`config.mk`:
```
export PLATFORM = sky130hd
export DESIGN_NAME = pll_lock_rst_gen
export DESIGN_NICKNAME = d
export VERILOG_FILES = /design/src/rtl/pll_rst_pkg.sv /design/src/rtl/pll_lock_rst_gen_sync_2ff.sv /design/src/rtl/pll_lock_rst_gen.sv
export SDC_FILE = /design/constraint.sdc
export NUM_CORES = 1
export LEC_CHECK = 0
export BUFFER_PORTS_ARGS = -buffer_cell sky130_fd_sc_hd__buf_4
export CAP_MARGIN = 20
export CORE_MARGIN = 1.5
export CORE_UTILIZATION = 44
export DETAILED_ROUTE_END_ITERATION = 12
export PLACE_DENSITY_LB_ADDON = 0.12
export REMOVE_ABC_BUFFERS = 1
export SYNTH_ARGS = -nofsm -noshare
export SYNTH_HDL_FRONTEND = slang
export SYNTH_SLANG_ARGS = --single-unit
export TNS_END_PERCENT = 50
```
`constraint.sdc`:
```
create_clock -name clk -period 3.8 [get_ports clk]
set_input_delay 0.19 -clock clk [delete_from_list [all_inputs] [get_ports clk]]
set_output_delay 0.19 -clock clk [all_outputs]
set_load 0.01 [all_outputs]
```
`src/rtl/pll_rst_pkg.sv`:
```
// Shared types and helpers for the PLL lock / reset sequencer.
`timescale 1ns/1ps
package pll_rst_pkg;

  typedef enum logic [2:0] {
    PLL_RST,
    WAIT_LOCK,
    STABLE,
    RELEASE,
    RUN,
    FAIL
  } state_t;

  localparam int unsigned RETRY_W = 8;

  function automatic int unsigned clog2(input int unsigned value);
    int unsigned v;
    int unsigned w;
    v = (value > 0) ? value - 1 : 0;
    w = 0;
    while (v > 0) begin
      w++;
      v = v >> 1;
    end
    return w;
  endfunction

  function automatic int unsigned max2(input int unsigned a, input int unsigned b);
    return (a > b) ? a : b;
  endfunction

endpackage

```
`src/rtl/pll_lock_rst_gen_sync_2ff.sv`:
```
// Parameterised-width two-flop synchroniser, async active-high reset to 0.
`timescale 1ns/1ps
module sync_2ff #(
  parameter int unsigned WIDTH = 1
) (
  input  logic             clk,
  input  logic             rst,
  input  logic [WIDTH-1:0] d,
  output logic [WIDTH-1:0] q
);

  logic [WIDTH-1:0] meta;

  always_ff @(posedge clk or posedge rst) begin
    if (rst) begin
      meta <= '0;
      q    <= '0;
    end else begin
      meta <= d;
      q    <= meta;
    end
  end

endmodule

```
`src/rtl/pll_lock_rst_gen.sv`:
```
// PLL reset / lock qualification and staged domain-reset release.
// Optional lock-loss statistics ports are built when PLL_LOCK_LOSS_CNT_EN is defined.
//
// state     | meaning
// PLL_RST   | pll_rst held high for PLL_RST_CYCLES
// WAIT_LOCK | waiting up to LOCK_TIMEOUT cycles for synced lock
// STABLE    | counting consecutive synced-lock cycles
// RELEASE   | releasing rst_out bits, STAGE_GAP apart, bit 0 first
// RUN       | all domains out of reset, ready high
// FAIL      | retry budget spent; sticky until rst
`timescale 1ns/1ps
module pll_lock_rst_gen
  import pll_rst_pkg::*;
#(
  parameter int unsigned PLL_RST_CYCLES     = 16,
  parameter int unsigned LOCK_TIMEOUT       = 50000,
  parameter int unsigned LOCK_STABLE_CYCLES = 1024,
  parameter int unsigned NUM_RST            = 4,
  parameter int unsigned STAGE_GAP          = 64,
  parameter int unsigned MAX_RETRY          = 7
) (
  input  logic               clk,
  input  logic               rst,
  input  logic               lock,
  output logic               pll_rst,
  output logic [NUM_RST-1:0] rst_out,
  output logic               ready,
  output logic               fail,
  output logic [RETRY_W-1:0] retry_cnt
`ifdef PLL_LOCK_LOSS_CNT_EN
  ,
  output logic [15:0]        loss_cnt,
  output logic [0:0]         lock_lost_sticky
`endif
);

  localparam int unsigned MAX_CYC =
    max2(max2(LOCK_TIMEOUT, LOCK_STABLE_CYCLES), max2(PLL_RST_CYCLES, STAGE_GAP));
  localparam int unsigned TW = clog2(MAX_CYC + 1);

  state_t             state;
  logic [TW-1:0]      cnt;
  logic               lock_s;
  logic [NUM_RST-1:0] rst_shift;
  logic [RETRY_W:0]   retry_inc;
  logic [RETRY_W-1:0] retry_sat;
  logic               retry_spent;

  sync_2ff #(.WIDTH(1)) u_lock_sync (
    .clk (clk),
    .rst (rst),
    .d   (lock),
    .q   (lock_s)
  );

  // Releasing the next bit is a left shift of the still-asserted mask.
  assign rst_shift   = rst_out << 1;
  assign retry_inc   = {1'b0, retry_cnt} + 1'b1;
  assign retry_sat   = retry_inc[RETRY_W] ? retry_cnt : retry_inc[RETRY_W-1:0];
  assign retry_spent = (MAX_RETRY != 0) && (32'(retry_inc) >= MAX_RETRY);

  always_ff @(posedge clk or posedge rst) begin
    if (rst) begin
      state     <= PLL_RST;
      cnt       <= '0;
      pll_rst   <= 1'b1;
      rst_out   <= '1;
      ready     <= 1'b0;
      fail      <= 1'b0;
      retry_cnt <= '0;
    end else begin
      case (state)
        PLL_RST: begin
          if (cnt == TW'(PLL_RST_CYCLES - 1)) begin
            state   <= WAIT_LOCK;
            pll_rst <= 1'b0;
            cnt     <= '0;
          end else begin
            cnt <= cnt + 1'b1;
          end
        end
        WAIT_LOCK: begin
          if (lock_s) begin
            state <= STABLE;
            cnt   <= '0;
          end else if (cnt == TW'(LOCK_TIMEOUT - 1)) begin
            retry_cnt <= retry_sat;
            pll_rst   <= 1'b1;
            cnt       <= '0;
            if (retry_spent) begin
              state <= FAIL;
              fail  <= 1'b1;
            end else begin
              state <= PLL_RST;
            end
          end else begin
            cnt <= cnt + 1'b1;
          end
        end
        STABLE: begin
          if (!lock_s) begin
            state <= WAIT_LOCK;
            cnt   <= '0;
          end else if (cnt == TW'(LOCK_STABLE_CYCLES - 1)) begin
            state   <= (rst_shift == '0) ? RUN : RELEASE;
            rst_out <= rst_shift;
            cnt     <= '0;
          end else begin
            cnt <= cnt + 1'b1;
          end
        end
        RELEASE: begin
          if (!lock_s) begin
            state   <= PLL_RST;
            pll_rst <= 1'b1;
            rst_out <= '1;
            cnt     <= '0;
          end else if (cnt == TW'(STAGE_GAP - 1)) begin
            rst_out <= rst_shift;
            cnt     <= '0;
            if (rst_shift == '0) state <= RUN;
          end else begin
            cnt <= cnt + 1'b1;
          end
        end
        RUN: begin
          if (!lock_s) begin
            state   <= PLL_RST;
            pll_rst <= 1'b1;
            rst_out <= '1;
            ready   <= 1'b0;
            cnt     <= '0;
          end else begin
            ready <= 1'b1;
          end
        end
        FAIL: begin
          pll_rst <= 1'b1;
          rst_out <= '1;
          ready   <= 1'b0;
          fail    <= 1'b1;
        end
        default: begin
          state   <= PLL_RST;
          pll_rst <= 1'b1;
          rst_out <= '1;
          ready   <= 1'b0;
          cnt     <= '0;
        end
      endcase
    end
  end

`ifdef PLL_LOCK_LOSS_CNT_EN
  // Only losses after qualification count; drops during STABLE are part of acquisition.
  always_ff @(posedge clk or posedge rst) begin
    if (rst) begin
      loss_cnt         <= '0;
      lock_lost_sticky <= '0;
    end else if ((state == RUN || state == RELEASE) && !lock_s) begin
      if (loss_cnt != 16'hFFFF) loss_cnt <= loss_cnt + 1'b1;
      lock_lost_sticky <= 1'b1;
    end
  end
`endif

endmodule

```
==> impl_summary.txt <==
----------------------------------------------------
[Critical path]
  Critical Path AT ... 2600 ps
  Reg-to-reg startpoint ... cnt[0]$_DFFE_PP0P_
  Required time of the critical path ... 3950 ps
  Minimum setup slack among reg-to-reg paths ... 1350 ps
  Worst r2r dst ... cnt[5]$_DFFE_PP0P_
  Crit path max fanout ... 29
  Crit path capture type ... flop
  Worst path cell trace ... ha_1 > and3_1 > nand4_4 > a22oi_2 > nand3_2 > a41oi_1 > a31oi_1
  Cells on worst reg2reg path ... 7
  Worst stage delay on the critical path ... 480 ps
  Path type of the worst setup path ... reg2reg
  Startpoint type of the worst setup path ... flop
  Slowest CP cell ... sky130_fd_sc_hd__nand3_2
  Worst path top cell family by delay ... simple AND/OR/NAND/NOR gates
  Buffers plus inverters on the worst setup path ... 0

[Floorplanning]
  Starting density of the core ... 47.0%
  Core outline area ... 4470 um2
  Top-level I/O count ... 18
  Die Y ... 72.2 um
  Cell row count ... 24
  Die Footprint ... 5210 um2
  Die outline width ... 72.2 um

[Clock tree]
  Insertion delay of the later-clocked pin in the worst-skew pair ... 280 ps
  Setup fix buffers added after clock tree synthesis ... 0
  Number of buffers created by CTS ... 5
  Count of clock tree sinks ... 36
  # H-tree levels ... 2
  Post-cts hold buffer count ... 0
  CTS clk-pin slew, worst paths ... 70 ps
  TritonCTS clock tree ... done
  Number of gates resized after cts ... 0
  Maximum root-to-sink buffer count ... 2
  Root Buffer Master ... sky130_fd_sc_hd__clkbuf_8

[Yosys]
  Leading cell type by number of instances after synthesis ... sky130_fd_sc_hd__dfrtp_1
  Largest area contributor in the synthesized netlist ... sky130_fd_sc_hd__dfrtp_1
  Combined area of all synthesized cells ... 2100 um2
  Synth top cells by count ... sky130_fd_sc_hd__dfrtp_1, sky130_fd_sc_hd__nand2_1, sky130_fd_sc_hd__nor2_1
  Syn_area_per_cell ... 9.03 um2
  Asr flop ratio synth ... 100%
  Number of register bits inferred by synthesis ... 36
  Proportion of synthesized chip area in sequential cells ... 43.1%
  Biggest area contributors in the synthesized netlist ... sky130_fd_sc_hd__dfrtp_1, sky130_fd_sc_hd__dfstp_2, sky130_fd_sc_hd__nand2_1, sky130_fd_sc_hd__a31oi_1, sky130_fd_sc_hd__a21oi_1
  Count of distinct cell types in the synthesized netlist ... 52
  EDFF count, synth ... 0
  Area share of the largest cell type after synthesis ... 36.9%
  Yosys warnings ... 0
  Number of cells produced by synthesis ... 233
  Dominant synthesized flop cell ... sky130_fd_sc_hd__dfrtp_1

[Layout]
  Number of nets in the layout ... 253
  Ant diodes ... 0
  Post-route cell area ... 2340 um2
  Fillcell total ... 424
  Share of final-layout standard cells stronger than drive strength 1 ... 17.7%
  Util after Layout ... 52.2%
  Number of non-filler instances in the completed layout ... 300
  Synth-to-layout area growth ... 11.1%

[Power]
  Maximum ir drop on the vdd rail ... 0.319 mV
  Internal power ... 844 uW
  Pwr dens ... 613 nW/um2
  Flop pwr share ... 41.6%
  Clock group share of total power ... 19.4%
  Leakage power ... 1.00 nW
  Sw Pwr ... 588 uW
  Total power ... 1.43 mW
  Part of the power in combinational logic ... 39.0%
  Switching share of total power ... 41.1%

[Placed design]
  Number of placed cells counting well taps ... 291
  Cell Area, Placed ... 2230 um2
  Port bufs ... 17
  Post-detail-place hpwl ... 3050 um
  Placement Setup Slack ... 1370 ps
  Final weighted congestion in routability-driven placement ... 0.792

[Global route]
  Vias in the first global route ... 1599
  GRT Total Usage ... 18.3%
  Global-route wire length before repair ... 7540 um
  Maximum number of pins on one net before global-route repair ... 37
  Number of antenna violations at the first check in global routing ... 0
  Overflow left after global routing ... 0

[Status]
  Status ... finished clean

[Detailed routing]
  Number of remaining DRC errors ... 0
  Average wire length per cell after detail routing ... 14.5 um
  Total wire length ... 4340 um
  Number of antenna-violating nets in the routed design ... 0
  Number of search-and-repair iterations in the first detailed-routing pass ... 4
  Via count normalized by instance count ... 5.85
  Detailed-route via count ... 1756
  Starting DRC count in detailed routing ... 171

[Timing]
  Worst Max-Slew Pin Slew ... 818 ps
  Worst-case setup margin in the final layout ... 1350 ps
  Final critical path time including I/O delays and setup ... 2450 ps
  Worst-case clock skew ... 3.46 ps
  Headroom to the max-slew limit ... 44.6%
  Total count of max-transition violations in the final report ... 0
  RSZ-0062 raised after global routing ... false
  Final TNS setup ... 0 ps
  Number of failing setup endpoints in the final timing report ... 0
  Max Fclk ... 408 MHz
  Final hold violations ... 0
  Post-route worst hold slack ... 13.1 ps
  Final period util ... 64.4%

[Flow run]
  # Max-Cap Violations ... 0

[Min path]
  Kind of path behind the tightest hold check ... in2async

----------------------------------------------------
-- placed cells by master, fill, tap and decap left out, types with 5 or more instances in the layout --
cell type / count
sky130_fd_sc_hd__inv_1: 12
sky130_fd_sc_hd__nand2_1: 30
sky130_fd_sc_hd__a31oi_1: 15
sky130_fd_sc_hd__nand3_1: 8
sky130_fd_sc_hd__xnor2_1: 6
sky130_fd_sc_hd__dfstp_2: 5
sky130_fd_sc_hd__o21ai_0: 11
sky130_fd_sc_hd__clkbuf_8: 6
sky130_fd_sc_hd__dfrtp_1: 31
sky130_fd_sc_hd__a21oi_1: 17
sky130_fd_sc_hd__nand4_1: 8
sky130_fd_sc_hd__buf_4: 18
sky130_fd_sc_hd__nor2_1: 18
-- flip-flops by register name, summed over array words and instances, names as in the netlist --
signal            flops
state                 3
retry_cnt             8
fail                  1
pll_rst               1
u_lock_sync.meta      1
ready                 1
rst_out               4
u_lock_sync.q         1
cnt                  16
-- final cells by class --
| class | instances | area (um2) | share of cell area (%) |
|---|---|---|---|
| inverters | 12 | 45.0 | 1.93 |
| flip-flops and latches | 36 | 907 | 38.8 |
| well taps | 52 | 65.1 | 2.78 |
| repair buffers | 19 | 145 | 6.21 |
| clock buffers | 6 | 82.6 | 3.53 |
| clock inverters | 2 | 10.0 | 0.428 |
| multi-input cells | 173 | 1080 | 46.3 |
-- power groups by stage --
stage | Clock (mW) | Combinational [mW] | Sequential, mW
2_1_floorplan | 0 | 0.386 | 0.594
3_3_place_gp | 0 | 0.549 | 0.599
3_5_place_dp | 0 | 0.552 | 0.603
4_1_cts | 0.286 | 0.553 | 0.595
5_1_grt | 0.303 | 0.634 | 0.618
6_report | 0.278 | 0.558 | 0.596
-- metal layers --
metal  GRT usage (%)  vias to the layer above  part of all wire [%]
li1                -                      876                     -
met1            27.3                      832                    51
met3            4.17                        2                   4.9
met5               0                        -                     0
met2            26.5                       46                    44
met4            5.24                        0                  0.53
-- cells by family (layout without fill, tap and decap cells) --
kind of cell,after synthesis,count (layout),share of synthesized area [%]
AND/OR/NAND/NOR,96,96,24.9
AO/OA/AOI/OAI,65,65,20.8
flip-flops,36,36,43.1
buffers and inverters,24,39,5.47
XOR/XNOR,7,7,2.91
adder cells (fa/ha/maj),3,3,1.78
multiplexers,2,2,1.01
-- worst max path at each step --
stage	cells past startpoint	from	end	slack, ps
6_report	7	cnt[0]$_DFFE_PP0P_	cnt[5]$_DFFE_PP0P_	1350
5_1_grt	7	cnt[0]$_DFFE_PP0P_	cnt[5]$_DFFE_PP0P_	1080
4_1_cts	7	cnt[0]$_DFFE_PP0P_	cnt[5]$_DFFE_PP0P_	1370
3_5_place_dp	7	cnt[0]$_DFFE_PP0P_	cnt[5]$_DFFE_PP0P_	1370
3_3_place_gp	7	cnt[0]$_DFFE_PP0P_	cnt[5]$_DFFE_PP0P_	1460
2_1_floorplan	6	cnt[10]$_DFFE_PP0P_	cnt[5]$_DFFE_PP0P_	1710
-- worst min-delay path, cell delays in order --
cell                    delay (ps)
sky130_fd_sc_hd__buf_4         110
sky130_fd_sc_hd__inv_1          40
sky130_fd_sc_hd__buf_4         390
(Power assumes the default switching activity.)
